<file path="config.mk">
export PLATFORM = sky130hd
export DESIGN_NAME = mlp_result_drain_flat
export DESIGN_NICKNAME = d
export VERILOG_FILES = /design/src/rtl/mlp_acc_pkg.sv /design/src/rtl/mlp_result_drain_if.sv /design/src/rtl/sync_fifo.sv /design/src/rtl/mlp_result_drain.sv /design/src/flat_wrapper.sv
export SDC_FILE = /design/constraint.sdc
export NUM_CORES = 2
export LEC_CHECK = 0
export CORE_AREA = 3 3 302 304
export DETAILED_ROUTE_END_ITERATION = 8
export DIE_AREA = 0 0 305 307
export HOLD_SLACK_MARGIN = 0.02
export PLACE_DENSITY = 0.86
export SYNTH_ARGS = -nofsm -noshare
export SYNTH_HDL_FRONTEND = slang
export SYNTH_SLANG_ARGS = --single-unit
</file>
<file path="constraint.sdc">
create_clock -name clk -period 5.9 [get_ports clk]
set_clock_uncertainty 0.05 [all_clocks]
set_input_delay 1.475 -clock clk [delete_from_list [all_inputs] [get_ports clk]]
set_output_delay 1.475 -clock clk [all_outputs]
set_load 0.02 [all_outputs]
</file>
<file path="src/rtl/mlp_acc_pkg.sv">
// Shared types and constants for the MLP accelerator result path.
package mlp_acc_pkg;

  localparam int unsigned RES_W       = 32;
  localparam int unsigned ELEM_W      = 16;
  localparam int unsigned FRAME_WORDS = 128;
  localparam int unsigned IDX_W       = $clog2(FRAME_WORDS);

  // One result word carries two output elements.
  typedef struct packed {
    logic [ELEM_W-1:0] elem_even;
    logic [ELEM_W-1:0] elem_odd;
  } res_word_t;

  typedef enum logic [1:0] {
    IDLE    = 2'd0,
    COLLECT = 2'd1,
    DRAIN   = 2'd2
  } drain_state_e;

  // Buffered beat: frame-final flag, pair index, result word.
  typedef struct packed {
    logic             last;
    logic [IDX_W-1:0] idx;
    res_word_t        data;
  } drain_entry_t;

endpackage

</file>
<file path="src/rtl/mlp_result_drain_if.sv">
// Result capture stream (no backpressure) and buffered valid/ready output stream.
interface mlp_result_drain_if #(
  parameter int unsigned DATA_W = 32,
  parameter int unsigned IDX_W  = 7
);
  logic              res_valid_i;
  logic [DATA_W-1:0] res_payload_i;
  logic              m_valid_o;
  logic              m_ready_i;
  logic [DATA_W-1:0] m_data_o;
  logic [IDX_W-1:0]  m_idx_o;
  logic              m_last_o;

  // Drain block side: owns the output beat.
  modport master (
    input  res_valid_i, res_payload_i, m_ready_i,
    output m_valid_o, m_data_o, m_idx_o, m_last_o
  );

  // Accelerator/host side.
  modport slave (
    output res_valid_i, res_payload_i, m_ready_i,
    input  m_valid_o, m_data_o, m_idx_o, m_last_o
  );
endinterface

</file>
<file path="src/rtl/sync_fifo.sv">
// Synchronous FIFO with registered head; level counts the head register too.
module sync_fifo #(
  parameter int unsigned WIDTH = 8,
  parameter int unsigned DEPTH = 4
) (
  input  logic                     clk,
  input  logic                     rst_n,
  input  logic                     push_i,
  input  logic                     pop_i,
  input  logic                     flush_i,
  input  logic [WIDTH-1:0]         wdata_i,
  output logic [WIDTH-1:0]         rdata_o,
  output logic                     rvalid_o,
  output logic                     full_o,
  output logic [$clog2(DEPTH):0]   level_o
);

  localparam int unsigned AW = $clog2(DEPTH);

  logic [WIDTH-1:0] mem_q [DEPTH];
  logic [AW:0]      wr_ptr_q, wr_ptr_d;
  logic [AW:0]      rd_ptr_q, rd_ptr_d;
  logic [AW:0]      level_q, level_d;
  logic [WIDTH-1:0] rdata_q;
  logic             rvalid_q;
  logic             full_c, do_push_c, do_pop_c;

  // Extra pointer bit separates full from empty.
  assign full_c    = (wr_ptr_q[AW] != rd_ptr_q[AW]) && (wr_ptr_q[AW-1:0] == rd_ptr_q[AW-1:0]);
  assign do_pop_c  = pop_i & rvalid_q & ~flush_i;
  assign do_push_c = push_i & ~flush_i & (~full_c | do_pop_c);

  // Pointer and level update; flush wins over push/pop.
  always_comb begin
    wr_ptr_d = wr_ptr_q;
    rd_ptr_d = rd_ptr_q;
    level_d  = level_q;
    if (flush_i) begin
      wr_ptr_d = '0;
      rd_ptr_d = '0;
      level_d  = '0;
    end else begin
      if (do_push_c) wr_ptr_d = wr_ptr_q + (AW+1)'(1);
      if (do_pop_c)  rd_ptr_d = rd_ptr_q + (AW+1)'(1);
      level_d = level_q + (AW+1)'(do_push_c) - (AW+1)'(do_pop_c);
    end
  end

  // Storage write; a slot under the head is never overwritten while it is held.
  always_ff @(posedge clk) begin
    if (do_push_c) mem_q[wr_ptr_q[AW-1:0]] <= wdata_i;
  end

  // Pointers and head register; a word written this edge shows up one edge later.
  always_ff @(posedge clk or negedge rst_n) begin
    if (!rst_n) begin
      wr_ptr_q <= '0;
      rd_ptr_q <= '0;
      level_q  <= '0;
      rvalid_q <= 1'b0;
      rdata_q  <= '0;
    end else begin
      wr_ptr_q <= wr_ptr_d;
      rd_ptr_q <= rd_ptr_d;
      level_q  <= level_d;
      rvalid_q <= ~flush_i && (rd_ptr_d != wr_ptr_q);
      rdata_q  <= mem_q[rd_ptr_d[AW-1:0]];
    end
  end

  assign rdata_o  = rdata_q;
  assign rvalid_o = rvalid_q;
  assign full_o   = full_c;
  assign level_o  = level_q;

endmodule

</file>
<file path="src/rtl/mlp_result_drain.sv">
// Captures the unstallable result stream, buffers it and re-emits indexed beats.
module mlp_result_drain #(
  parameter int unsigned FRAME_WORDS = 128,
  parameter int unsigned FIFO_DEPTH  = 32,
  parameter int unsigned DATA_W      = 32
) (
  input  logic                          clk,
  input  logic                          rst_n,
  input  logic                          frame_start_i,
  mlp_result_drain_if.master            bus,
  output logic                          frame_done_o,
  output logic                          overflow_o,
  output logic [$clog2(FIFO_DEPTH):0]   fifo_level_o,
  output logic                          busy_o
);
  import mlp_acc_pkg::*;

  localparam int unsigned IDX_W   = $clog2(FRAME_WORDS);
  localparam int unsigned LVL_W   = $clog2(FIFO_DEPTH) + 1;
  localparam int unsigned ENTRY_W = 1 + IDX_W + DATA_W;

  typedef struct packed {
    logic              last;
    logic [IDX_W-1:0]  idx;
    logic [DATA_W-1:0] data;
  } entry_t;

  drain_state_e     state_q, state_d;
  logic [IDX_W-1:0] in_cnt_q, in_cnt_d;
  logic             overflow_q, overflow_d;
  logic             done_q, busy_q;
  logic             push_c, drop_c, hs_c, last_in_c;
  entry_t           wr_entry, rd_entry;
  logic             fifo_full, fifo_rvalid;
  logic [LVL_W-1:0] fifo_level;

  assign hs_c      = fifo_rvalid & bus.m_ready_i;
  assign last_in_c = (in_cnt_q == IDX_W'(FRAME_WORDS - 1));
  assign wr_entry  = '{last: last_in_c, idx: in_cnt_q, data: bus.res_payload_i};

  sync_fifo #(
    .WIDTH (ENTRY_W),
    .DEPTH (FIFO_DEPTH)
  ) u_fifo (
    .clk      (clk),
    .rst_n    (rst_n),
    .push_i   (push_c),
    .pop_i    (bus.m_ready_i),
    .flush_i  (frame_start_i),
    .wdata_i  (wr_entry),
    .rdata_o  (rd_entry),
    .rvalid_o (fifo_rvalid),
    .full_o   (fifo_full),
    .level_o  (fifo_level)
  );

  // State register.
  always_ff @(posedge clk or negedge rst_n) begin
    if (!rst_n) state_q <= IDLE;
    else        state_q <= state_d;
  end

  // Next state; frame_start restarts collection from any state.
  always_comb begin
    state_d = state_q;
    if (frame_start_i) begin
      state_d = COLLECT;
    end else begin
      case (state_q)
        IDLE:    state_d = IDLE;
        COLLECT: if (push_c && last_in_c)   state_d = DRAIN;
        DRAIN:   if (hs_c && rd_entry.last) state_d = IDLE;
        default: state_d = IDLE;
      endcase
    end
  end

  // Write-path control: accept, drop, index advance and sticky error.
  always_comb begin
    push_c     = 1'b0;
    drop_c     = 1'b0;
    in_cnt_d   = in_cnt_q;
    overflow_d = overflow_q;
    if (frame_start_i) begin
      in_cnt_d   = '0;
      overflow_d = 1'b0;
    end else if (bus.res_valid_i) begin
      if (state_q == COLLECT && (!fifo_full || hs_c)) begin
        push_c = 1'b1;
        if (!last_in_c) in_cnt_d = in_cnt_q + IDX_W'(1);
      end else begin
        drop_c = 1'b1;
      end
      if (drop_c) overflow_d = 1'b1;
    end
  end

  // Counters, error flag and registered status outputs.
  always_ff @(posedge clk or negedge rst_n) begin
    if (!rst_n) begin
      in_cnt_q   <= '0;
      overflow_q <= 1'b0;
      done_q     <= 1'b0;
      busy_q     <= 1'b0;
    end else begin
      in_cnt_q   <= in_cnt_d;
      overflow_q <= overflow_d;
      done_q     <= ~frame_start_i & hs_c & rd_entry.last;
      busy_q     <= (state_d != IDLE);
    end
  end

  assign bus.m_valid_o = fifo_rvalid;
  assign bus.m_data_o  = rd_entry.data;
  assign bus.m_idx_o   = rd_entry.idx;
  assign bus.m_last_o  = rd_entry.last;
  assign frame_done_o  = done_q;
  assign overflow_o    = overflow_q;
  assign fifo_level_o  = fifo_level;
  assign busy_o        = busy_q;

endmodule

</file>
<file path="src/flat_wrapper.sv">
// flat-port wrapper written by rule: the top's interface ports become plain ports
module mlp_result_drain_flat import mlp_acc_pkg::*;
#(
  parameter int unsigned FRAME_WORDS = 128,
  parameter int unsigned FIFO_DEPTH  = 32,
  parameter int unsigned DATA_W      = 32
)
  (clk, rst_n, frame_start_i, frame_done_o, overflow_o, fifo_level_o, busy_o, bus_res_valid_i, bus_res_payload_i, bus_m_ready_i, bus_m_valid_o, bus_m_data_o, bus_m_idx_o, bus_m_last_o);
  mlp_result_drain_if #(.DATA_W(DATA_W), .IDX_W((7))) bus_i ();
  input  logic clk;
  input  logic rst_n;
  input  logic frame_start_i;
  output logic frame_done_o;
  output logic overflow_o;
  output logic [$clog2(FIFO_DEPTH):0] fifo_level_o;
  output logic busy_o;
  input wire logic [$bits(bus_i.res_valid_i)-1:0] bus_res_valid_i;
  input wire logic [$bits(bus_i.res_payload_i)-1:0] bus_res_payload_i;
  input wire logic [$bits(bus_i.m_ready_i)-1:0] bus_m_ready_i;
  output wire logic [$bits(bus_i.m_valid_o)-1:0] bus_m_valid_o;
  output wire logic [$bits(bus_i.m_data_o)-1:0] bus_m_data_o;
  output wire logic [$bits(bus_i.m_idx_o)-1:0] bus_m_idx_o;
  output wire logic [$bits(bus_i.m_last_o)-1:0] bus_m_last_o;
  assign bus_i.res_valid_i = bus_res_valid_i;
  assign bus_i.res_payload_i = bus_res_payload_i;
  assign bus_i.m_ready_i = bus_m_ready_i;
  assign bus_m_valid_o = bus_i.m_valid_o;
  assign bus_m_data_o = bus_i.m_data_o;
  assign bus_m_idx_o = bus_i.m_idx_o;
  assign bus_m_last_o = bus_i.m_last_o;
  mlp_result_drain #(.FRAME_WORDS(FRAME_WORDS), .FIFO_DEPTH(FIFO_DEPTH), .DATA_W(DATA_W)) u_core (.clk(clk), .rst_n(rst_n), .frame_start_i(frame_start_i), .bus(bus_i), .frame_done_o(frame_done_o), .overflow_o(overflow_o), .fifo_level_o(fifo_level_o), .busy_o(busy_o));
endmodule
</file>
---- Word-level counts from Yosys, hierarchy flattened ----
Memories as Yosys holds them, arrays and structs flattened. A register that Yosys moved wholly into a read port is not among the register bits.
Index checks and enable logic that the tools add are counted.
cells by class
  add/subtract/negate cells ............... 5
  equality and inequality tests ........... 7
  muxes and demuxes ....................... 24
  bitwise logic cells ..................... 8
  reductions and logical operators ........ 15
operators by type and width
  cell                                                             count
  6-bit two-way mux                                                5
  7-bit two-way mux                                                4
  6-bit by 1-bit adder with 6-bit output, second input constant    2
  1-bit two-way mux                                                11
  2-bit nonzero test                                               5
  7-bit by 1-bit adder with 7-bit output, second input constant    1
  7-bit == test, second input constant                             1
  6-bit by 1-bit adder with 6-bit output                           1
  2-bit two-way mux                                                3
  6-bit inequality test                                            1
  6-bit by 1-bit subtractor with 6-bit output                      1
  1-bit AND                                                        5
  5-bit == test                                                    1
  1-bit logical AND                                                5
  2-bit case mux with 2 select lines                               1
  3-bit AND reduction                                              1
  2-bit by 1-bit == test with 1-bit output, second input constant  1
  2-bit == test, second input constant                             1
  1-bit logical NOT                                                2
  2-bit inequality test, second input constant                     1
  1-bit inverter                                                   2
  2-bit AND reduction                                              1
  1-bit logical OR                                                 1
  1-bit inequality test                                            1
  1-bit bitwise OR                                                 1
storage, ports and cells
  register bits after elaboration ......... 31
  RAM bits ................................ 1280
  input bits .............................. 37
  output and inout port bits .............. 50
  word-level logic and storage cells ...... 69
  memories kept ........................... 1
memory list
  memory               words  bits a word  read ports  clocked after memory_dff  wr ports  RTL line         RTL
  u_core.u_fifo.mem_q  32     40           1           1                         1         sync_fifo.sv:20  logic [WIDTH-1:0] mem_q [DEPTH];

---- Depth between registers and ports, before layout ----
  word-level depth ........................ 13
  mapped depth ............................ 16

---- Cells and area by module ----
Synthesis repeated with hierarchy kept, for this count alone.
unflattened totals
  cells, all modules ...................... 3242
  area, all modules ....................... 53189.8 sq um
by module, submodules not included
  module            instances  cells an instance  area each (sq um)  seq. area each (sq um)
  sync_fifo         1          3182               52586.7            39913.3
  mlp_result_drain  1          60                 603.1              300.3

---- Least setup slack after synthesis ----
OpenSTA, ideal clock, no wires.
  path type ............................... input-to-reg
  start ................................... input port bus_m_ready_i
  end ..................................... memory u_core.u_fifo.mem_q[29][0] (netlist bit) (enable)
  setup time .............................. 0.438 ns
  data arrival time ....................... 4.096 ns
  setup slack ............................. 1.317 ns
  cell stages on the path ................. 7
  path through ............................ nand2_1 -> nand4_1 -> o211ai_1 -> clkbuf_1 -> nor2_1 -> nand2_1 -> nor2_1
on the way
  longest elaborated chain between the ends .. 10
  elaborated cells on any way between the ends .. 12
  those cells by class .................... 5 x mux; 5 x bitwise; 2 x reduce/logical
ends and longest elaborated chain
  element                                      RTL line                                 RTL
  from (decl)                                  flat_wrapper.sv:19                       input wire logic [$bits(bus_i.m_ready_i)-1:0] bus_m_ready_i;
  1-bit AND (*)                                sync_fifo.sv:30, mlp_result_drain.sv:37
  1-bit logical OR                             mlp_result_drain.sv:88                   if (state_q == COLLECT && (!fifo_full || hs_c)) begin
  1-bit logical AND                            mlp_result_drain.sv:88
  1-bit two-way mux                            mlp_result_drain.sv:88
  1-bit two-way mux                            mlp_result_drain.sv:87                   end else if (bus.res_valid_i) begin
  1-bit two-way mux                            mlp_result_drain.sv:84                   if (frame_start_i) begin
  1-bit AND                                    sync_fifo.sv:31                          assign do_push_c = push_i & ~flush_i & (~full_c | do_pop_c);
  1-bit AND (*)                                sync_fifo.sv:31
  1-bit two-way mux (*)                        sync_fifo.sv:51                          if (do_push_c) mem_q[wr_ptr_q[AW-1:0]] <= wdata_i;
  1-bit two-way mux (not written as such) (*)  sync_fifo.sv:51
  to (decl)                                    sync_fifo.sv:20
Every way passes the cells marked *; elsewhere a longest branch is shown, timed or not.

---- Worst setup path in the final report ----
  start ................................... input port bus_m_ready_i
  end ..................................... register u_core.u_fifo.rdata_q[11], in the netlist u_core.u_fifo.rdata_o[11] (read register of u_core.u_fifo.mem_q)
on the way
  longest elaborated chain between the ends .. 4
ends and longest elaborated chain
  element                  RTL line         RTL
  1-bit AND (2 in series)  sync_fifo.sv:30  assign do_pop_c = pop_i & rvalid_q & ~flush_i;
  6-bit two-way mux        sync_fifo.sv:44  if (do_pop_c) rd_ptr_d = rd_ptr_q + (AW+1)'(1);
  6-bit two-way mux        sync_fifo.sv:38  if (flush_i) begin
  to (decl)                sync_fifo.sv:24  logic [WIDTH-1:0] rdata_q;
No other way between the ends.
A chain may end at the register's enable or synchronous reset.

==> reports/metrics.cfg <==
[run_status]
status = finished, final reports clean

[layout]
fin_area_um2 = 60100
area_delta_synth_final_pct = 13.5
nets = 2974
layout.cells.non_filler = 4198
layout_common_cells = edfxtp_1, mux2i_1, nand2_1, clkbuf_16, mux4_2
layout_commonest_cell = edfxtp_1
drive_gt1_share_pct = 17.4
fillers = 5037

[floorplanning]
start_util_pct = 59.8
core_um2 = 88500
fp.dieArea_um2 = 93600
num_rows = 109
die_y_um = 307
die-width_um = 305
num_io_pins = 87

[synth]
ys.warnings.count = 0
syn_avg_cell_area_um2 = 19.2
ys_seq_area_share_pct = 75.9
ys_async_sr_fraction_pct = 5.26
syn_inst = 2757
synth-seq-cells = 1351
ys.flop_type = edfxtp_1
yosysUniqueCellTypes = 50
synth-edff-count = 1280
syn-cell-area_um2 = 53000
synth_fp_nets = 2809

[clocking]
cts_setup_buffers = 0
clk_pin_slew_worst_paths_ns = 0.06
cts_max_level = 4
cts_buffers = 130
clockBufferDepth = 3
cts_tree = yes
worst_skew_pair.late_latency_ns = 0.74
ctsHoldBuffers = 0
cts_resized = 0
root_buffer = clkbuf_16
cts.sinks = 1351

[grt]
grt_max_degree = 94
antenna_found_initial = 6
overflow = 0
track_usage_pct = 28.8
grt_pass1_vias = 29300
grt_pass1_wl_um = 195000

[setup_path]
critPathArrivalTime_ns = 4.95
required_ns = 6.47
path_cells = clkdlybuf4s50_1 -> nand3b_1 -> o21ai_0 -> and2_4 -> buf_4 -> mux4_2 -> a221oi_2
startpoint_type = input port
crit_type = input port to register
critPathMaxFanout = 33
slowest_stage = and2_4
crit_path_max_incr_delay_ns = 0.85
endpoint_kind = register

[sta]
holdWs_ns = 0.567
setup_tns_ns = 0
setup_violations = 0
max_freq_ghz = 0.228
min_period_ns = 4.38
slew_headroom_pct = 22.8
worst_slack_ns = 1.52
grt_setup_unrepaired = no
tightestPinTransition_ns = 1.16
fin_crit_sh_pct = 74.3
hold_violations = 0
drv_slew = 0

[placed_design]
numPortBuffers = 86
gp_congestion = 0.821
dpl.hpwl_um = 69400
place_area_um2 = 55800
placed_cells = 3955
preCtsSetupSlack_ns = 0.918

[flow_run]
maxCapViolations = 0

[detailed_routing]
via_per_inst = 6.82
avgRoutedWirePerCell_um = 32.1
dr.pass1.iters = 6
postRouteAntennaNets = 0
drt_iter0_drc = 4128
wl_um = 135000
vias = 28700
drcViolationCount = 0

[min_path]
hold_path.class = register to register

[power]
leakagePower_uw = 0.0187
power_density_nw_per_um2 = 329
vdd_drop_max_uv = 347

## cell usage after synthesis (all sizes together), types with 3 or more instances
master | n | area (um^2)
xnor2 | 21 | 184
nor4 | 3 | 18.8
ha | 14 | 175
a21oi | 9 | 45.0
a311oi | 6 | 52.6
o21ai | 6 | 33.8
nand4 | 43 | 269
nand2 | 173 | 649
and3 | 3 | 18.8
nor3b | 3 | 22.5
a221oi | 80 | 1080
mux4 | 120 | 2700
o22ai | 40 | 250
xor2 | 7 | 61.3
inv | 18 | 67.6
edfxtp | 1280 | 38400
or3 | 3 | 18.8
nand3 | 8 | 40.0
a31oi | 36 | 225
nor2 | 61 | 229
buf | 95 | 581
nor3 | 7 | 57.6
a21o | 3 | 22.5
nand3b | 4 | 30.0
mux2i | 522 | 5230
clkbuf | 61 | 229
dfrtp | 71 | 1780
o211ai | 43 | 323
## power breakdown
| group | leakage [uW] | switching, uW | internal (uW) |
|---|---|---|---|
| Sequential | 0.0125 | 57.0 | 10500 |
| Combinational | 0.00410 | 569 | 383 |
| Clock | 0.00205 | 3610 | 4600 |
## through the flow
step                      total power [uW]  utilization (%)
final                                19700             67.9
after global routing                 20200             67.9
after CTS                            19800             67.9
after detailed placement             11700             63.1
after global placement               11700             63.1
after floorplan                      11400                -
## layer usage
| metal | vias to the layer above | track usage (%) | routed length (um) |
|---|---|---|---|
| met3 | 464 | 7.07 | 15500 |
| met1 | 14500 | 37.0 | 46500 |
| met4 | 0 | 14.3 | 6960 |
| li1 | 11500 | - | - |
| met5 | - | 0 | 0 |
| met2 | 2235 | 46.5 | 65800 |
## logic make-up after synthesis
| kind of cell | Yosys count | synth area share (%) |
|---|---|---|
| flops | 1351 | 75.9 |
| mux | 642 | 15.0 |
| simple gates | 318 | 2.69 |
| compound gates | 229 | 3.92 |
| buf+inv | 174 | 1.66 |
| xor+xnor | 28 | 0.463 |
| fa+ha+maj | 15 | 0.369 |
## worst paths after layout
path,from,endpoint,slack (ns),cells past startpoint
setup / recovery,bus_m_ready_i,u_core.u_fifo.rdata_o[11],1.52,7
max in group asynchronous,rst_n,u_core.u_fifo.rdata_o[36],3.81,2
setup reg to reg,u_core.u_fifo.wr_ptr_q[2],u_core.u_fifo.mem_q[6][25],2.40,8
hold / removal,u_core.u_fifo.rd_ptr_q[5],u_core.u_fifo.rd_ptr_q[5],0.57,2
hold reg to reg,u_core.u_fifo.rd_ptr_q[5],u_core.u_fifo.rd_ptr_q[5],0.57,2
min in group asynchronous,rst_n,u_core.u_fifo.rdata_o[4],0.71,1
## cell type report
| class | count | area [um^2] | share of cell area, % |
|---|---|---|---|
| Timing Repair Buffer | 189 | 1910 | 3.19 |
| Tap cell | 1165 | 1460 | 2.43 |
| Clock inverter | 67 | 697 | 1.16 |
| Sequential cell | 1351 | 40200 | 66.9 |
| Clock buffer | 172 | 3530 | 5.88 |
| Multi-Input combinational cell | 1232 | 12200 | 20.3 |
| Antenna cell | 4 | 10.0 | 0.0167 |
| Inverter | 18 | 75.1 | 0.125 |
## critical path: cells and delay by family
family	cells	cell delay [ns]
AND/OR/NAND/NOR	2	1.13
multiplexers	1	0.36
buffers and inverters	2	1.12
AO/OA/AOI/OAI	2	0.84
## flip-flops by register name (all words and copies together), names as in the netlist
| register | flops |
|---|---|
| u_core.u_fifo.mem_q | 1280 |
| u_core.u_fifo.rdata_o | 40 |
| u_core.in_cnt_q | 7 |
| u_core.u_fifo.level_o | 6 |
| u_core.u_fifo.rd_ptr_q | 6 |
| u_core.u_fifo.wr_ptr_q | 6 |
| u_core.state_q | 2 |
| u_core.busy_o | 1 |
| u_core.frame_done_o | 1 |
| u_core.overflow_o | 1 |
| u_core.u_fifo.rvalid_o | 1 |
No activity file was read; power rests on OpenSTA's default activity.
